[config.mk]
export PLATFORM = sky130hd
export DESIGN_NAME = pipeline_hazard_ctrl
export DESIGN_NICKNAME = d
export VERILOG_FILES = /design/src/rtl/pipeline_hazard_ctrl.sv
export SDC_FILE = /design/constraint.sdc
export NUM_CORES = 1
export LEC_CHECK = 0
export CORE_MARGIN = 3
export CORE_UTILIZATION = 42
export DETAILED_ROUTE_END_ITERATION = 10
export GPL_ROUTABILITY_DRIVEN = 0
export PLACE_DENSITY = 0.73
export SLEW_MARGIN = 10
export SYNTH_ARGS = -nofsm -noshare
export SYNTH_HDL_FRONTEND = slang
export SYNTH_SLANG_ARGS = --single-unit
[constraint.sdc]
create_clock -name clk -period 1.91 [get_ports clk]
set_input_delay 0.382 -clock clk [delete_from_list [all_inputs] [get_ports clk]]
set_output_delay 0.382 -clock clk [all_outputs]
set_load 0.01 [all_outputs]
[src/rtl/pipeline_hazard_ctrl.sv]
// ---------------------------------------------------------------------------
// pipeline_hazard_ctrl
//
// Central pipeline sequencer for the 5-stage core. It turns three kinds of
// disruption into freeze/flush controls for the stage registers:
//   * data hazards between the ID instruction and the EXE/MEM instructions
//     (behaviour depends on whether the forwarding unit is enabled),
//   * taken branches resolved in EXE,
//   * multi-cycle data-memory accesses, sequenced by a small IDLE/WAIT FSM
//     that talks to the memory controller over a start/ready handshake.
// It also keeps a saturating count of stalled (IF-frozen) cycles and a
// sticky error flag raised when a memory access times out.
//
// Parameters
//   REG_W    register-index width
//   TIMEOUT  number of wait-counter steps allowed in WAIT before abort
//   CNT_W    width of the stall-cycle counter
//
// Ports
//   clk, rst                     clock (rising edge), sync active-high reset
//   id_src1, id_src2, id_two_src source registers of the ID instruction
//   exe_wb_en, exe_dest,
//   exe_mem_read                 EXE instruction write-back / load info
//   mem_wb_en, mem_dest          MEM instruction write-back info
//   fwd_en                       forwarding unit enabled
//   branch_taken                 EXE resolved a taken branch
//   mem_req, mem_ready           memory access request / completion pulse
//   mem_start                    1-cycle request pulse to memory controller
//   if_freeze .. mem_freeze      hold the corresponding stage registers
//   if_flush, id_flush           zero IF/ID, insert bubble into ID/EX
//   hazard                       raw data-hazard detection
//   mem_err                      sticky memory-timeout flag
//   stall_cnt                    saturating count of stalled cycles
// ---------------------------------------------------------------------------
module pipeline_hazard_ctrl #(
  parameter int REG_W   = 4,
  parameter int TIMEOUT = 255,
  parameter int CNT_W   = 16
) (
  input  logic             clk,
  input  logic             rst,
  input  logic [REG_W-1:0] id_src1,
  input  logic [REG_W-1:0] id_src2,
  input  logic             id_two_src,
  input  logic             exe_wb_en,
  input  logic [REG_W-1:0] exe_dest,
  input  logic             exe_mem_read,
  input  logic             mem_wb_en,
  input  logic [REG_W-1:0] mem_dest,
  input  logic             fwd_en,
  input  logic             branch_taken,
  input  logic             mem_req,
  input  logic             mem_ready,
  output logic             mem_start,
  output logic             if_freeze,
  output logic             id_freeze,
  output logic             exe_freeze,
  output logic             mem_freeze,
  output logic             if_flush,
  output logic             id_flush,
  output logic             hazard,
  output logic             mem_err,
  output logic [CNT_W-1:0] stall_cnt
);

  // Wait counter must be able to hold the value TIMEOUT itself.
  localparam int WCNT_W = (TIMEOUT < 1) ? 1 : $clog2(TIMEOUT + 1);
  localparam logic [WCNT_W-1:0] TIMEOUT_V = WCNT_W'(TIMEOUT);

  typedef enum logic {
    S_IDLE = 1'b0,
    S_WAIT = 1'b1
  } state_t;

  // Saturating increment: holds at all-ones instead of wrapping to zero.
  function automatic logic [CNT_W-1:0] sat_inc(input logic [CNT_W-1:0] v);
    return (&v) ? v : v + CNT_W'(1);
  endfunction

  state_t            state_q, state_d;
  logic [WCNT_W-1:0] wait_cnt_q, wait_cnt_d;
  logic              mem_start_q, mem_start_d;
  logic              mem_err_q, mem_err_d;
  logic [CNT_W-1:0]  stall_cnt_q, stall_cnt_d;

  logic ex_m1, ex_m2, mem_m1, mem_m2;
  logic ex_match, any_match;
  logic timeout_hit;
  logic mem_busy;

  // -------------------------------------------------------------------------
  // Data-hazard detection (purely combinational on the current operands)
  // -------------------------------------------------------------------------
  always_comb begin
    ex_m1  = exe_wb_en & (exe_dest == id_src1);
    ex_m2  = exe_wb_en & id_two_src & (exe_dest == id_src2);
    mem_m1 = mem_wb_en & (mem_dest == id_src1);
    mem_m2 = mem_wb_en & id_two_src & (mem_dest == id_src2);

    ex_match  = ex_m1 | ex_m2;
    any_match = ex_match | mem_m1 | mem_m2;

    // With forwarding only a load in EXE cannot be bypassed in time
    // (load-use); every other dependency is covered by the forwarding paths.
    if (fwd_en) begin
      hazard = exe_mem_read & ex_match;
    end else begin
      hazard = any_match;
    end
  end

  // -------------------------------------------------------------------------
  // Memory FSM: next state
  // -------------------------------------------------------------------------
  always_comb begin
    state_d     = state_q;
    wait_cnt_d  = wait_cnt_q;
    mem_start_d = 1'b0;
    mem_err_d   = mem_err_q;
    timeout_hit = 1'b0;

    case (state_q)
      S_IDLE: begin
        // mem_ready here is a stray pulse and is deliberately ignored.
        if (mem_req) begin
          state_d     = S_WAIT;
          wait_cnt_d  = '0;
          mem_start_d = 1'b1;
        end
      end
      S_WAIT: begin
        if (mem_ready) begin
          state_d = S_IDLE;
        end else if (wait_cnt_q == TIMEOUT_V) begin
          timeout_hit = 1'b1;
          mem_err_d   = 1'b1;
          state_d     = S_IDLE;
        end else begin
          wait_cnt_d = wait_cnt_q + WCNT_W'(1);
        end
      end
      default: begin
        state_d = S_IDLE;
      end
    endcase
  end

  // The completion and abort cycles are not frozen, so the pipeline
  // advances on the same edge that the FSM drops back to IDLE.
  assign mem_busy = ((state_q == S_IDLE) & mem_req) |
                    ((state_q == S_WAIT) & ~mem_ready & ~timeout_hit);

  // -------------------------------------------------------------------------
  // Freeze / flush priority: memory stall > taken branch > data hazard
  // -------------------------------------------------------------------------
  always_comb begin
    if_freeze  = 1'b0;
    id_freeze  = 1'b0;
    exe_freeze = 1'b0;
    mem_freeze = 1'b0;
    if_flush   = 1'b0;
    id_flush   = 1'b0;

    if (mem_busy) begin
      // Whole pipe holds; a branch seen now stays in frozen EXE and is
      // acted on in the release cycle.
      if_freeze  = 1'b1;
      id_freeze  = 1'b1;
      exe_freeze = 1'b1;
      mem_freeze = 1'b1;
    end else if (branch_taken) begin
      // The hazarded ID instruction is on the wrong path, so just squash.
      if_flush = 1'b1;
      id_flush = 1'b1;
    end else if (hazard) begin
      if_freeze = 1'b1;
      id_flush  = 1'b1;
    end
  end

  assign stall_cnt_d = if_freeze ? sat_inc(stall_cnt_q) : stall_cnt_q;

  // -------------------------------------------------------------------------
  // State registers
  // -------------------------------------------------------------------------
  always_ff @(posedge clk) begin
    if (rst) begin
      state_q     <= S_IDLE;
      wait_cnt_q  <= '0;
      mem_start_q <= 1'b0;
      mem_err_q   <= 1'b0;
      stall_cnt_q <= '0;
    end else begin
      state_q     <= state_d;
      wait_cnt_q  <= wait_cnt_d;
      mem_start_q <= mem_start_d;
      mem_err_q   <= mem_err_d;
      stall_cnt_q <= stall_cnt_d;
    end
  end

  assign mem_start = mem_start_q;
  assign mem_err   = mem_err_q;
  assign stall_cnt = stall_cnt_q;

endmodule

# After elaboration in Yosys (flattened, before gate mapping)
# Index checks and enable logic that the tools add are counted.
dict set report op_classes {
  add_sub_neg 2
  n_eq_ne 8
  n_mux 20
  bitwise_logic 18
  n_reduce_logical 5
}
# cell count
set ops {}
lappend ops {{8-bit two-way mux} 3}
lappend ops {{16-bit by 1-bit adder with 16-bit output (second input constant)} 1}
lappend ops {{4-bit == test} 4}
lappend ops {{8-bit case mux with 2 select lines} 1}
lappend ops {{16-bit AND reduction} 1}
lappend ops {{1-bit two-way mux} 15}
lappend ops {{1-bit bitwise AND} 10}
lappend ops {{8-bit by 1-bit adder with 8-bit output (second input constant)} 1}
lappend ops {{8-bit == test (second input constant)} 1}
lappend ops {{2-bit inequality test (second input constant)} 3}
lappend ops {{3-bit AND reduction} 2}
lappend ops {{1-bit NOT} 4}
lappend ops {{1-bit bitwise OR} 4}
lappend ops {{1-bit case mux with 2 select lines} 1}
lappend ops {{2-bit AND reduction} 1}
lappend ops {{2-bit OR reduction} 1}
dict set report word_totals {
  ff_bits 27
  word_cells 58
}

# Depth between registers and ports, before layout
dict set report depth {
  ltp_word 10
  ltp_mapped 10
}

# Least setup slack after synthesis
# OpenSTA, ideal clock, no wires.
dict set report synth_timing {
  path_kind {input to register}
  startpoint {input port id_src2[3]}
  endpoint {register stall_cnt_q[10] (netlist: stall_cnt[10])}
  setup_ns 0.121
  arrival_ns 1.879
  setup_slack_ns -0.089
  stages 6
  path_cell_list {xnor2_1 > nand3_1 > o32ai_4 > o21ai_2 > a2111oi_0 > mux2_2}
}
dict set report synth_via {
  elab_chain_cells 10
  word_cells_on_any_way 13
  classes_between {eq/ne: 2; mux: 4; bitwise: 6; reduce/logical: 1}
}
# item line_no
set synth_lines {}
lappend synth_lines {{from (decl)} 43} ;# input logic [REG_W-1:0] id_src2,
lappend synth_lines {{4-bit == test} 96} ;# ex_m2 = exe_wb_en & id_two_src & (exe_dest == id_src2);
lappend synth_lines {{1-bit bitwise AND} 96}
lappend synth_lines {{1-bit bitwise OR} 100} ;# ex_match = ex_m1 | ex_m2;
lappend synth_lines {{1-bit bitwise OR (2 in a row)} 101} ;# any_match = ex_match | mem_m1 | mem_m2;
lappend synth_lines {{1-bit two-way mux (*)} 105} ;# if (fwd_en) begin
lappend synth_lines {{1-bit two-way mux (*)} 175} ;# end else if (hazard) begin
lappend synth_lines {{1-bit two-way mux (*)} 171} ;# end else if (branch_taken) begin
lappend synth_lines {{1-bit two-way mux (*)} 164} ;# if (mem_busy) begin
lappend synth_lines {{2-bit AND reduction (no line) (*)} -}
lappend synth_lines {{to (signal assigned)} 198} ;# stall_cnt_q <= stall_cnt_d;
lappend synth_lines {{to (decl)} 84} ;# logic [CNT_W-1:0] stall_cnt_q, stall_cnt_d;
# Every way passes the cells marked *; elsewhere a longest branch is shown, timed or not.
# A chain may end at the register's enable or synchronous reset.

# Worst setup path in the final report
dict set report layout_timing {
  startpoint {input port mem_ready}
  endpoint {register stall_cnt_q[13] (netlist: stall_cnt[13])}
}
dict set report layout_via {
  elab_chain_cells 7
  word_cells_on_any_way 9
  classes_between {mux: 3; bitwise: 5; reduce/logical: 1}
}
# item line_no
set layout_lines {}
lappend layout_lines {{from (decl)} 53} ;# input logic mem_ready,
lappend layout_lines {{1-bit two-way mux} 132} ;# if (mem_ready) begin
lappend layout_lines {{1-bit two-way mux} 122} ;# case (state_q)
lappend layout_lines {{1-bit NOT} 151} ;# ((state_q == S_WAIT) & ~mem_ready & ~timeout_hit);
lappend layout_lines {{1-bit bitwise AND (*)} 151}
lappend layout_lines {{1-bit bitwise OR (*)} 150} ;# assign mem_busy = ((state_q == S_IDLE) & mem_req) |
lappend layout_lines {{1-bit two-way mux (*)} 164}
lappend layout_lines {{2-bit AND reduction (no line) (*)} -}
# Marks and branches as above.

==> flow_metrics.tcl <==
set metrics [dict create \
    status "finished with violations" \
    violations "setup timing" \
    wl_um 6520 \
    first_iter_violations 89 \
    final_cells 352 \
    grt_pass1_vias 1873 \
    path_delay_family "simple AND/OR/NAND/NOR gates" \
    hold_class "flop to flop" \
    syn2layout_area_growth_pct 88.0 \
    wire_per_inst_um 18.5 \
    synthArstFlopShare_pct 0 \
    crit_path_end_kind "flop" \
    drc 0 \
    synth_cells 192 \
    dr.pass1.iters 5 \
    antenna_left 0 \
    io_buffer_count 50 \
    clockRootBuffer "clkbuf_8" \
    drive_above_1_share_pct 48.7 \
    slew_headroom_pct 55.0 \
    antenna_found_initial 0 \
    diodes 0 \
    vias 2090 \
    numCtsBuffers 3 \
    cts_buffer_depth 2 \
    coreArea_um2 3520 \
    worst_pin_slew_ns 0.671 \
    synth_area_leaders "dfxtp_1 (34%), xnor2_1 (9.3%), a21oi_1 (5.0%)" \
    yosys_register_bits 27 \
    synth_flop_cell "dfxtp_1" \
    die_h_um 67.9 \
    crit_chain "clkdlybuf4s50_1 -> nor2b_2 -> o21ai_2 -> and2_4 -> buf_8 -> a21o_4 -> or4_1 -> a21oi_1" \
    syn_area_um2 1610 \
    syn_nets 220 \
    worstSetupStartpointType "input pin" \
    synth-edff-count 0 \
    path_class "input pin to flop" \
    cts.sinks 27 \
    critPathArrivalTime_ns 2.29 \
    htree_levels 1 \
    cts_hold_buf 0 \
    cts.clk_slew.worst_paths_ns 0.10 \
    overflow 0 \
    syn_area_per_cell_um2 8.38 \
    io_pins 51 \
    clock_latency_ns 0.29 \
    grt_use_total_pct 25.7 \
    synth_top_area_share_pct 33.6 \
    crit_buf_inv 2 \
    dieArea_um2 4610 \
    setup_viol 21 \
    hold_viol_final 0 \
    p_leak_uw 0.00123 \
    dpl.cell_count 329 \
    finalCriticalPeriod_ns 2.08 \
    yosysSeqAreaShare_pct 33.6 \
    start_util_pct 45.7 \
    avgViaCountPerCell 5.94 \
    grt_max_degree 27 \
    max_stage_delay_ns 0.50 \
    fin_hold_ws_ns 0.500 \
    nNetsFinal 335 \
    fin_crit_sh_pct 109 \
    maxCapViolations 0 \
    slew_viol_final 0 \
    cts_tree "yes" \
    grt_pass1_wl_um 8940 \
    cp_slowest_cell "or4_1" \
    rows 21 \
    synth_top_area_cell "dfxtp_1" \
    yosys_warnings 0 \
    cp.required_ns 2.12 \
    place_hpwl_um 3360 \
    dieWidth_um 67.9 \
    cp_max_fo 14 \
    fmax_mhz 481 \
    synth_cell_types 40 \
    skew_ns 0.00760 \
    rsz0062_at_grt "yes" \
    design_power_total_uw 1320 \
    fin_ws_ns -0.169 \
    p_per_area_nw_per_um2 437 \
    ir_drop_uv 260 \
]
-- cell type report --
cell class | instances | area, um^2
Fill cell | 205 | 495
Sequential cell | 27 | 549
Inverter | 6 | 27.5
Multi-Input combinational cell | 153 | 1350
Clock buffer | 3 | 41.3
Timing Repair Buffer | 116 | 997
Tap cell | 46 | 57.6
Clock inverter | 1 | 5.00
-- layer usage --
layer | part of all wire (%) | vias to the layer above | GRT usage (%) | wire length, um
li1 | - | 947 | - | -
met4 | 5.2 | 0 | 10.4 | 342
met5 | 0 | - | 0 | 0
met1 | 39 | 966 | 33.5 | 2550
met2 | 47 | 138 | 42.8 | 3070
met3 | 8.6 | 39 | 3.61 | 560
-- stage by stage --
stage	area, um^2	utilization (%)	worst slack, ns	setup TNS (ns)
floorplan	1680	-	0.00200	0
global placement	2580	73.2	-0.797	-14.37
detailed placement	2580	73.2	-0.846	-15.26
CTS	2890	82.0	-0.0925	-0.407
global route	3030	85.9	-0.219	-2.85
finish	3030	85.9	-0.169	-1.76
-- repair_timing --
item / CTS / global route
endpoints found under the setup margin: 22 / 21
resized for setup: 147 / 19
setup buffers: 7 / 9
pin swaps: 31 / 17
gates cloned: 3 / 0
-- registers in the layout (all words and copies together), names as in the netlist --
register    flops
stall_cnt      16
state_q         1
wait_cnt_q      8
mem_start       1
mem_err         1
-- cell usage in the layout, fill, tap and decap left out, types with 4 or more instances in the layout --
cell type        count
nor2b_1              4
a21oi_1             12
nand3_1             12
inv_1                4
buf_4               59
nor2_1              18
buf_6                9
dlygate4sd2_1        5
xnor2_1              7
nand2_1              7
dfxtp_2              4
o31ai_1              9
nand4_1              5
and3_1               5
xnor2_2              9
clkdlybuf4s50_1     22
buf_2               13
dfxtp_1             22
a21oi_2              4
or4_1                6
-- worst paths after layout --
check / startpoint / cells after the start / endpoint / slack (ns)
min reg2reg: mem_err$_SDFFE_PP0P_ / 2 / mem_err$_SDFFE_PP0P_ / 0.50
max reg2reg: wait_cnt_q[1]$_SDFFE_PP0P_ / 8 / stall_cnt[11]$_SDFFE_PP0P_ / -0.17
max: mem_ready / 8 / stall_cnt[13]$_SDFFE_PP0P_ / -0.17
min: mem_err$_SDFFE_PP0P_ / 2 / mem_err$_SDFFE_PP0P_ / 0.50
-- worst register-to-register path: stages (launching register included) --
cell and delay [ns]:
dfxtp_4 0.38, ha_4 0.15, nand3_4 0.08, o21ai_2 0.14, and2_4 0.20, inv_6 0.05
nor3_2 0.58, o31ai_1 0.27, a21oi_2 0.17
-- where the power goes --
group / leakage (uW) / switching, uW / internal (uW)
logic: 0.000981 / 190 / 208
registers: 0.000221 / 5.61 / 571
clock network: 0.0000255 / 201 / 147
total: 0.00123 / 396 / 926
-- logic make-up after synthesis --
kind of cell             count (synthesis)  share of synthesized area, %
AND/OR/NAND/NOR                         83                          28.3
buffers and inverters                   15                          4.82
adder cells (fa/ha/maj)                  2                          1.55
flip-flops                              27                          33.6
XOR/XNOR                                21                          11.4
multiplexers                             4                          2.80
AO/OA/AOI/OAI                           40                          17.5
-- synthesized netlist by cell type (4+ instances only) --
cell	count
nor2b_1	5
nor2_1	19
nor3_1	4
nand2_1	8
dfxtp_1	27
nand4_1	5
or4_1	9
xnor2_1	17
o31ai_1	9
a21oi_1	16
xor2_1	4
nand3_1	16
inv_1	5
and3_1	5
mux2_2	4
Power figures use the tool's default switching activity.
